==> src/rtl/backscatter_modulator.sv <==
// Backscatter RF-switch driver: square-wave FSK carrier with per-bit phase inversion, symbol-locked to the serializer.
// Build option DIFF_ENC_EN: differential phase encoding instead of absolute.
module backscatter_modulator #(
  parameter int SYMBOL_CYCLES = 50,
  parameter int HALF_PERIOD   = 2,
  parameter int FRAME_BITS    = 144,
  parameter int BIT_CNT_W     = 8
) (
  input  logic                 clock,
  input  logic                 reset,
  input  logic                 trigger,
  input  logic                 data_in,
  output logic                 rf_ctrl,
  output logic                 busy,
  output logic                 frame_done,
  output logic [BIT_CNT_W-1:0] bits_sent
);

  localparam logic [15:0]          SYM_LAST = 16'(SYMBOL_CYCLES - 1);
  localparam logic [15:0]          DIV_LAST = 16'(HALF_PERIOD - 1);
  localparam logic [BIT_CNT_W-1:0] ALL_BITS = BIT_CNT_W'(FRAME_BITS);

  typedef enum logic [1:0] {IDLE, RUN, DONE} state_t;

  state_t      state;
  logic [15:0] sym_cnt;
  logic [15:0] div_cnt;
  logic        sq;
  logic        phase;
  logic        run;
  logic        next_phase;

`ifdef DIFF_ENC_EN
  assign next_phase = phase ^ data_in;
`else
  assign next_phase = data_in;
`endif

  assign rf_ctrl = run & (sq ^ phase);
  assign busy    = (state == RUN);

  always_ff @(posedge clock or negedge reset) begin
    if (!reset) begin
      state      <= IDLE;
      sym_cnt    <= '0;
      div_cnt    <= '0;
      sq         <= 1'b0;
      phase      <= 1'b0;
      run        <= 1'b0;
      bits_sent  <= '0;
      frame_done <= 1'b0;
    end else begin
      frame_done <= 1'b0;
      // Trigger low outside IDLE is either an abort or the DONE release; both fully clear.
      if (state != IDLE && !trigger) begin
        state     <= IDLE;
        sym_cnt   <= '0;
        div_cnt   <= '0;
        sq        <= 1'b0;
        phase     <= 1'b0;
        run       <= 1'b0;
        bits_sent <= '0;
      end else begin
        case (state)
          IDLE: begin
            if (trigger) begin
              state   <= RUN;
              run     <= 1'b1;
              sym_cnt <= 16'd1;
            end
          end
          RUN: begin
            sym_cnt <= (sym_cnt == SYM_LAST) ? '0 : sym_cnt + 16'd1;
            if (div_cnt == DIV_LAST) begin
              div_cnt <= '0;
              sq      <= ~sq;
            end else begin
              div_cnt <= div_cnt + 16'd1;
            end
            // Latch one cycle after the serializer updates data_in.
            if (sym_cnt == 16'd1 && bits_sent != ALL_BITS) begin
              phase     <= next_phase;
              bits_sent <= bits_sent + 1'b1;
            end
            if (sym_cnt == SYM_LAST && bits_sent == ALL_BITS) begin
              state      <= DONE;
              run        <= 1'b0;
              phase      <= 1'b0;
              sq         <= 1'b0;
              div_cnt    <= '0;
              sym_cnt    <= '0;
              frame_done <= 1'b1;
            end
          end
          DONE: ;
          default: state <= IDLE;
        endcase
      end
    end
  end

endmodule

==> config.mk <==
export PLATFORM = sky130hd
export DESIGN_NAME = backscatter_modulator
export DESIGN_NICKNAME = d
export VERILOG_FILES = /design/src/rtl/backscatter_modulator.sv
export SDC_FILE = /design/constraint.sdc
export NUM_CORES = 1
export LEC_CHECK = 0
export BUFFER_PORTS_ARGS = -buffer_cell sky130_fd_sc_hd__clkbuf_2
export CORE_MARGIN = 8
export CORE_UTILIZATION = 25
export CTS_BUF_LIST = sky130_fd_sc_hd__clkbuf_4
export DETAILED_ROUTE_END_ITERATION = 8
export PLACE_DENSITY_LB_ADDON = 0.12
export SLEW_MARGIN = 0
export SYNTH_ARGS = -nofsm -noshare
export SYNTH_HDL_FRONTEND = slang
export SYNTH_SLANG_ARGS = --single-unit
==> constraint.sdc <==
create_clock -name clock -period 2.1 [get_ports clock]
set_input_delay 0.42 -clock clock [delete_from_list [all_inputs] [get_ports clock]]
set_output_delay 0.42 -clock clock [all_outputs]
set_load 0.02 [all_outputs]
**Yosys cells after proc, flatten, opt, wreduce, memory -nomap -nowiden**

Cells that the tools add are included.

- $add $sub $neg: 3
- Equality and inequality tests: 10
- Multiplexer cells: 31
- Bitwise gates (word level): 3
- Reduce and logical (&&, ||, !) cells: 17

Operators by type and width:

| kind | number |
|---|---|
| 16-bit two-way mux | 8 |
| 16-bit by 1-bit adder with 16-bit output (second input constant) | 2 |
| 16-bit by 1-bit equality test with 1-bit output (second input constant) | 2 |
| 16-bit case mux with 2 select lines | 1 |
| 8-bit two-way mux | 3 |
| 16-bit by 6-bit equality test with 1-bit output (second input constant) | 1 |
| 1-bit two-way mux | 14 |
| 3-bit nonzero test | 3 |
| 8-bit by 1-bit adder with 8-bit output (second input constant) | 1 |
| 8-bit equality test (second input constant) | 1 |
| 8-bit != test (second input constant) | 1 |
| 2-bit AND reduction | 4 |
| 2-bit two-way mux | 3 |
| 2-bit case mux with 3 select lines | 1 |
| 3-bit AND reduction | 2 |
| 2-bit nonzero test | 3 |
| 1-bit logical AND | 3 |
| 3-bit by 1-bit != test with 1-bit output (second input constant) | 1 |
| 3-bit != test (second input constant) | 1 |
| 2-bit by 1-bit equality test with 1-bit output (second input constant) | 1 |
| 2-bit equality test (second input constant) | 1 |
| 2-bit zero test | 1 |
| 2-bit != test (second input constant) | 1 |
| 1-bit case mux with 2 select lines | 1 |
| 4 further kinds | 4 |

- Register bits: 46
- Logic and storage cells: 72

**Logic depth before layout (Yosys ltp)**

Gate-level depths: netlist (run 1).

- Depth in word-level cells: 6
- Depth in mapped cells: 9
- Gate-level depth less buffers: 7

**Least setup slack after synthesis (run 1)**

No wires, ideal clock.

- Kind: register to register
- From: register bits_sent[0]
- To: register div_cnt[10]
- Setup time: 121 ps
- Arrival: 1935 ps
- Data required time: 1979 ps
- Setup slack: 44 ps
- Cell stages (with the launch flop): 9
- Path buffers: 1
- Period minus slack after synthesis: 2056 ps
- Path through: dfrtp_1 -> inv_1 -> ha_1 -> nand4b_1 -> nor4_1 -> a31oi_1 -> a21oi_1 -> buf_2 -> nor2_1

- Cells in the longest elaborated chain, start to end: 5

Ends and longest elaborated chain:

| item | RTL line | RTL |
|---|---|---|
| from (decl) | 16 | `output logic [BIT_CNT_W-1:0] bits_sent` |
| from (signal assigned) | 83 | `bits_sent <= bits_sent + 1'b1;` |
| 8-bit equality test | 85 | `if (sym_cnt == SYM_LAST && bits_sent == ALL_BITS) begin` |
| 1-bit logical AND | 85 |  |
| 16-bit two-way mux | 85 |  |
| 16-bit two-way mux | 64 | `case (state)` |
| 16-bit two-way mux | 55 | `if (state != IDLE && !trigger) begin` |
| to (signal assigned) | 78 | `div_cnt <= div_cnt + 16'd1;` |
| to (decl) | 27 | `logic [15:0] div_cnt;` |

Every way passes these cells. The select of a mux whose other input is x is not followed.
A chain may end at the register's enable or synchronous reset.

**Final worst setup path (run 1)**

- From: register state[1]
- To: output port busy

- Cells in the longest elaborated chain, start to end: 1

Ends and longest elaborated chain:

| item | RTL line | RTL |
|---|---|---|
| from (decl) | 25 | `state_t state;` |
| from (signal assigned) | 44 | `state <= IDLE;` |
| from (signal assigned) | 56 | `state <= IDLE;` |
| from (signal assigned) | 67 | `state <= RUN;` |
| 2-bit by 1-bit equality test with 1-bit output | 40 | `assign busy = (state == RUN);` |
| to (decl) | 14 | `output logic busy,` |

Every way passes these cells.

==> out/metrics.csv, run 1 <==
stage,metric,value,unit
synthesis,synthFlopType,dfrtp_1,
timing,period_minus_slack,1.97,ns
clocking,cts_buffer_depth,2,
hold_path,hold_path_class,input port to flip-flop,
clocking,cts_tree,built,
timing,slew_violations,0,
timing,setup_tns,0,ns
layout,fillerInstances,1114,
synthesis,synth_fa_ha_area_frac,0.0284,
critical_path,path_max_fanout,11,
synthesis,ys_ff_latch,46,
hold_path,min_to,phase$_DFFE_PN0P_,
placed_design,gp_congestion,0.793,
timing,rsz0062_at_grt,yes,
global_route,grt_pass1_wl,11800,microns
placed_design,post-dp-hpwl,5200,microns
clocking,htree_levels,2,
layout,syn2layout_area_growth,21.0,%
synthesis,ys_warn_count,0,
route,firstDrtPassIters,4,
clocking,clkTransAtPathRegs,0.16,ns
layout,postLayoutCoreUtil,0.310,
global_route,grt_pass1_vias,2301,
route,ant_nets,0,
die,num_rows,37,
clocking,cts_buffers,5,
synthesis,muxShareOfSynthArea,0.00378,
route,drt_iter0_drc,133,
critical_path,critPathArrivalTime,1.55,ns
layout,drive_above_1_share,0.198,
hold_path,hold_path_startpoint,data_in,
synthesis,synthXorXnorAreaFrac,0.0530,
synthesis,synthCells,300,
timing,fin_crit_sh,0.937,
run,drv_cap,0,
placed_design,portBuffers,14,
power,vdd_ir_drop_max,0.288,mV
clocking,cts.sinks,46,
power,power_density,627,mW/mm^2
outcome,status,completed,
synthesis,ys_types,48,
global_route,track_usage,0.101,
critical_path,worstSetupEndpointType,primary output,
critical_path,worstReg2RegEnd,bits_sent[5]$_DFFE_PN0P_,
layout,num-nets-final,357,
synthesis,synth.cell_area,0.00265,sq mm
global_route,antenna_found_initial,1,
die,die_w,119,microns
critical_path,cp-start-kind,flip-flop,
timing,finClkSkew,0.00978,ns
route,post_drt_wl_per_cell,14.1,microns
die,coreArea,0.0103,sq mm
route,routed_wl,6840,microns
critical_path,worstRegToRegCells,7,
critical_path,cp_slowest_cell,dfrtp_1,
route,route.detailed.drc,0,
clocking,clockRootBuffer,clkbuf_4,
power,p_leak,1.33,nW
critical_path,cp_slowest_stage_delay,0.52,ns
timing,slew_headroom,0.668,
synthesis,synth_top_family_by_area,simple AND/OR/NAND/NOR gates,
synthesis,ys_async_sr_fraction,1.00,
hold_path,holdPathStages,3,
route,vias_per_cell,4.84,
timing,worstMarginPinSlew,0.496,ns
global_route,gr-total-overflow,0,
critical_path,critPathKind,flip-flop to primary output,
timing,max_freq,508,MHz
synthesis,ys_seq_area_frac,0.435,
critical_path,path_buf_inv,2,
die,fp.dieH,119,microns
critical_path,crit_family,flip-flops,
die,start_util,0.256,
layout,seqCellArea,0.00115,sq mm
synthesis,synth-simple-area-share,0.274,
synthesis,synth_edf_count,0,
critical_path,required,1.68,ns
timing,setup_violations,0,
route,num_vias,2345,
critical_path,rrSetupSlack,0.15,ns
synthesis,syn-num-nets,310,
die,io_pins,15,
critical_path,reg2reg_from,sym_cnt[1]$_DFFE_PN0P_,
critical_path,worstPathCellList,buf_4 -> nor2_1 -> clkbuf_2,
global_route,grt_max_degree,19,
layout,multi_input_area,0.00140,sq mm
clocking,worstSkewPairLatency,0.38,ns
synthesis,avgSynthCellArea,8.82,sq um
timing,final_hold_viol_count,0,
synthesis,synth-compound-area-share,0.161,
die,die-area,0.0141,sq mm
## worst max path at each step
stage | startpoint | to | slack (ns) | cells past startpoint
after floorplan | bits_sent[0]$_DFFE_PN0P_ | div_cnt[10]$_DFFE_PN0P_ | 0.04 | 8
after global placement | sym_cnt[9]$_DFFE_PN0P_ | bits_sent[5]$_DFFE_PN0P_ | 0.11 | 5
after detailed placement | sym_cnt[1]$_DFFE_PN0P_ | bits_sent[5]$_DFFE_PN0P_ | 0.07 | 7
after CTS | sym_cnt[1]$_DFFE_PN0P_ | bits_sent[5]$_DFFE_PN0P_ | 0.02 | 7
after global routing | bits_sent[0]$_DFFE_PN0P_ | bits_sent[7]$_DFFE_PN0P_ | 0.002 | 8
final | state[1]$_DFFE_PN0P_ | busy | 0.13 | 3
## registers in the layout, summed over array words and instances, names as in the netlist
| name | flops |
|---|---|
| phase | 1 |
| sq | 1 |
| sym_cnt | 16 |
| div_cnt | 16 |
| state | 2 |
| bits_sent | 8 |
| run | 1 |
| frame_done | 1 |
## per-stage QoR
stage	power (mW)	instances	hold WS [ns]	area, sq um	setup WS (ns)
6_report	2.01	485	0.336	3200	0.131
5_1_grt	2.15	485	0.324	3200	0.00191
4_1_cts	2.02	482	0.314	3150	0.0182
3_5_place_dp	1.54	473	0.401	3080	0.0650
3_3_place_gp	1.54	473	0.406	3080	0.109
2_1_floorplan	1.34	300	0.124	2650	0.0439
## worst reg2reg max path: stages, from the launching register on
cell	delay (ns)
dfrtp_1	0.40
inv_1	0.07
ha_1	0.14
nor4b_4	0.20
and4_4	0.29
a41oi_4	0.13
or4_1	0.51
a21oi_2	0.14
## logic make-up (layout without fill, tap and decap cells)
family	after synthesis	after routing
other cells	0	1
mux	1	1
buf+inv	26	74
xor+xnor	16	16
compound gates	67	67
simple gates	138	138
fa+ha+maj	6	6
flops	46	46
## layout by cell type, fill, tap and decap left out, types with 3 or more instances in the layout
master,n
nand3_1,15
or3_1,9
inv_1,14
a21oi_1,16
ha_1,6
nor2_1,29
xor2_1,6
xnor2_1,10
nor3_1,10
and3_1,5
o211ai_1,4
nor4_1,8
nand4_1,8
clkbuf_2,14
clkbuf_4,5
a31oi_1,6
o21ai_0,21
buf_4,36
and4_1,3
and2_1,4
dfrtp_1,46
nand2_1,31
## synth_stat cells, types with 2 or more instances
| cell | count | area share |
|---|---|---|
| a21oi_1 | 17 | 0.032 |
| a221o_1 | 2 | 0.0076 |
| a31oi_1 | 6 | 0.014 |
| and2_1 | 4 | 0.0095 |
| and3_1 | 5 | 0.012 |
| and4_1 | 4 | 0.013 |
| buf_2 | 6 | 0.011 |
| clkbuf_1 | 4 | 0.0057 |
| dfrtp_1 | 46 | 0.44 |
| ha_1 | 6 | 0.028 |
| inv_1 | 14 | 0.020 |
| nand2_1 | 31 | 0.044 |
| nand3_1 | 15 | 0.028 |
| nand4_1 | 8 | 0.019 |
| nand4b_1 | 2 | 0.0066 |
| nor2_1 | 29 | 0.041 |
| nor3_1 | 10 | 0.019 |
| nor3b_1 | 2 | 0.0057 |
| nor4_1 | 8 | 0.019 |
| nor4b_1 | 2 | 0.0066 |
| o211ai_1 | 4 | 0.011 |
| o21ai_0 | 21 | 0.040 |
| o21ai_1 | 2 | 0.0038 |
| o22ai_1 | 2 | 0.0047 |
| o311ai_0 | 2 | 0.0066 |
| o31a_1 | 2 | 0.0066 |
| or2_2 | 2 | 0.0047 |
| or3_1 | 9 | 0.021 |
| or4_1 | 2 | 0.0057 |
| xnor2_1 | 10 | 0.033 |
| xor2_1 | 6 | 0.020 |
## where the power goes
part / switching, mW / internal, mW
Combinational: 0.288 / 0.232
Clock: 0.329 / 0.131
Sequential: 0.0691 / 0.956
Total: 0.686 / 1.32
## area by class of cell
type / count / area share
Antenna cell: 1 / 0.000782
Inverter: 14 / 0.0164
Clock inverter: 3 / 0.00665
Tap cell: 136 / 0.0532
Clock buffer: 5 / 0.0117
Timing Repair Buffer: 52 / 0.113
Sequential cell: 46 / 0.360
Multi-Input combinational cell: 228 / 0.439
## what timing repair did
action	CTS	global route
buffers inserted	0	2
hold buffers	1	0
endpoints found under the hold margin	16	0
gates resized for setup	0	7
endpoints found under the setup margin	0	6
## metal layers
metal | vias to the layer above | global-route usage | share of wire
met5 | - | 0 | 0
met4 | 0 | 0.0356 | 0.014
met3 | 5 | 0.0198 | 0.038
met2 | 38 | 0.153 | 0.44
li1 | 1187 | - | -
met1 | 1115 | 0.139 | 0.51
Power figures use the tool's default switching activity.
==> inputs of run 2 (changes only) <==
--- a/config.mk
+++ b/config.mk
@@ -10,6 +10,7 @@
 export CORE_UTILIZATION = 25
 export CTS_BUF_LIST = sky130_fd_sc_hd__clkbuf_4
 export DETAILED_ROUTE_END_ITERATION = 8
+export MAX_ROUTING_LAYER = met4
 export PLACE_DENSITY_LB_ADDON = 0.12
 export SLEW_MARGIN = 0
 export SYNTH_ARGS = -nofsm -noshare
==> run 2 against run 1 <==
Clock power hardly changed. Die area stayed put. Design area hardly changed. Critical path type unchanged. Largest cell class unchanged. Highest routed layer unchanged.
==> out/metrics.csv, run 2 (synthesis gave the netlist of run 1 again) <==
stage,metric,value,unit
power,seqPwrFrac,0.510,
clocking,clockRootBuffer,clkbuf_4,
clocking,cts_tree,built,
layout,final_cell_mix,"dfrtp_1 (46), buf_4 (36), nand2_1 (31)",
die,die_w,119,microns
clocking,clkTransAtPathRegs,0.16,ns
timing,fin_crit_sh,0.936,
critical_path,critPathArrivalTime,1.55,ns
placed_design,post-dp-hpwl,5200,microns
clocking,worstSkewPairLatency,0.38,ns
die,die-area,0.0141,sq mm
route,ant_nets,0,
layout,design_area,0.00320,sq mm
route,post_drt_wl_per_cell,14.1,microns
layout,syn2layout_area_growth,21.1,%
power,comb_power_share,0.260,
power,p_leak,1.33,nW
critical_path,path_max_fanout,11,
outcome,status,completed,
die,num_rows,37,
power,p_int,1.32,mW
power,p_sw,689,uW
clocking,cts_buffers,5,
critical_path,required,1.68,ns
critical_path,worstSetupEndpointType,primary output,
clocking,cts_buffer_depth,2,
die,io_pins,15,
route,drt_iter0_drc,115,
global_route,gr-total-overflow,0,
timing,layout_setup_ws,0.134,ns
timing,rsz0062_at_grt,no,
route,route.detailed.drc,0,
timing,max_freq,509,MHz
layout,final_common_cell,dfrtp_1,
hold_path,hold_path_class,input port to flip-flop,
timing,period_minus_slack,1.97,ns
power,power_density,628,mW/mm^2
route,firstDrtPassIters,4,
layout,drive_above_1_share,0.201,
power,clkPwrFrac,0.230,
route,routed_wl,6860,microns
global_route,track_usage,0.104,
global_route,grt_max_degree,19,
power,switching_share,0.343,
clocking,htree_levels,2,
timing,worstMarginPinSlew,0.496,ns
die,start_util,0.256,
critical_path,worstPathCellList,buf_4 -> nor2_1 -> clkbuf_2,
clocking,cts.sinks,46,
placed_design,portBuffers,14,
layout,top_regs,"div_cnt: 16 flops, sym_cnt: 16 flops, bits_sent: 8 flops",
timing,finClkSkew,0.00872,ns
route,num_vias,2338,
die,coreArea,0.0103,sq mm
placed_design,place_area,0.00308,sq mm
placed_design,pre_cts_slack,0.0650,ns
power,vdd_ir_drop_max,0.278,mV
critical_path,cp_slowest_cell,dfrtp_1,
run,drv_cap,0,
die,fp.dieH,119,microns
timing,final_hold_viol_count,0,
global_route,antenna_found_initial,1,
global_route,grt_pass1_wl,11800,microns
timing,slew_headroom,0.668,
critical_path,critPathKind,flip-flop to primary output,
timing,slew_violations,0,
layout,num-nets-final,357,
route,vias_per_cell,4.82,
global_route,grt_pass1_vias,2302,
timing,setup_tns,0,ns
placed_design,gp_congestion,0.804,
timing,setup_violations,0,
critical_path,cp_slowest_stage_delay,0.52,ns
critical_path,cp-start-kind,flip-flop,
-- run 2: cell count changes in the layout (fill, tap and decap cells not counted) --
| cell | change |
|---|---|
| ha_1 | -1 |
| ha_2 | +1 |
| o21ai_1 | +1 |
| o21ai_0 | -1 |
-- run 2: critical path: cells and delay by family, from the launching register on --
family                 cells  cell delay (ns)
DFF                        1             0.52
and+or+nand+nor            1             0.21
buffers and inverters      2             0.44
-- run 2: routing by layer --
layer / track usage / vias up / wire, microns
li1: - / 1186 / -
met5: - / - / 0
met1: 0.139 / 1114 / 3530
met4: 0.0356 / 0 / 94
met3: 0.0198 / 7 / 199
met2: 0.153 / 31 / 3040
-- run 2: worst paths after layout --
path / startpoint / endpoint / cells past startpoint / slack [ns]
min: data_in / phase$_DFFE_PN0P_ / 3 / 0.34
min reg2reg: run$_DFFE_PN0P_ / run$_DFFE_PN0P_ / 2 / 0.55
min in group asynchronous: reset / bits_sent[3]$_DFFE_PN0P_ / 2 / 0.52
max in group asynchronous: reset / sq$_DFFE_PN0P_ / 3 / 1.00
max reg2reg: sym_cnt[1]$_DFFE_PN0P_ / bits_sent[5]$_DFFE_PN0P_ / 7 / 0.15
max: state[1]$_DFFE_PN0P_ / busy / 3 / 0.13
-- run 2: final cells by class --
class	instances	area, sq um
antenna	1	2.50
clock buffer	5	37.5
clock inverter	3	21.3
fill	1115	7120
inverter	14	52.6
multi-input combinational	228	1410
sequential	46	1150
tap	136	170
timing repair buffer	52	362
-- run 2: power groups by stage --
stage | sequential (mW) | clock (mW) | combinational (mW)
3_5_place_dp | 1.04 | 0 | 0.506
5_1_grt | 1.04 | 0.519 | 0.598
3_3_place_gp | 1.04 | 0 | 0.504
6_report | 1.03 | 0.462 | 0.523
4_1_cts | 1.02 | 0.488 | 0.510
2_1_floorplan | 1.07 | 0 | 0.267
-- run 2: stage by stage --
stage | std cells | power (mW) | util | hold slack [ns]
floorplan | 300 | 1.34 | - | 0.124
global placement | 473 | 1.54 | 0.299 | 0.406
detailed placement | 473 | 1.54 | 0.299 | 0.401
CTS | 482 | 2.02 | 0.305 | 0.314
global route | 485 | 2.15 | 0.310 | 0.321
finish | 485 | 2.01 | 0.310 | 0.341
-- run 2: timing repair --
action | in CTS | in global routing
endpoints found under the setup margin | 0 | 6
hold endpoints to repair | 16 | 0
gates resized for setup | 0 | 9
hold buffers | 1 | 0
buffers inserted | 0 | 2
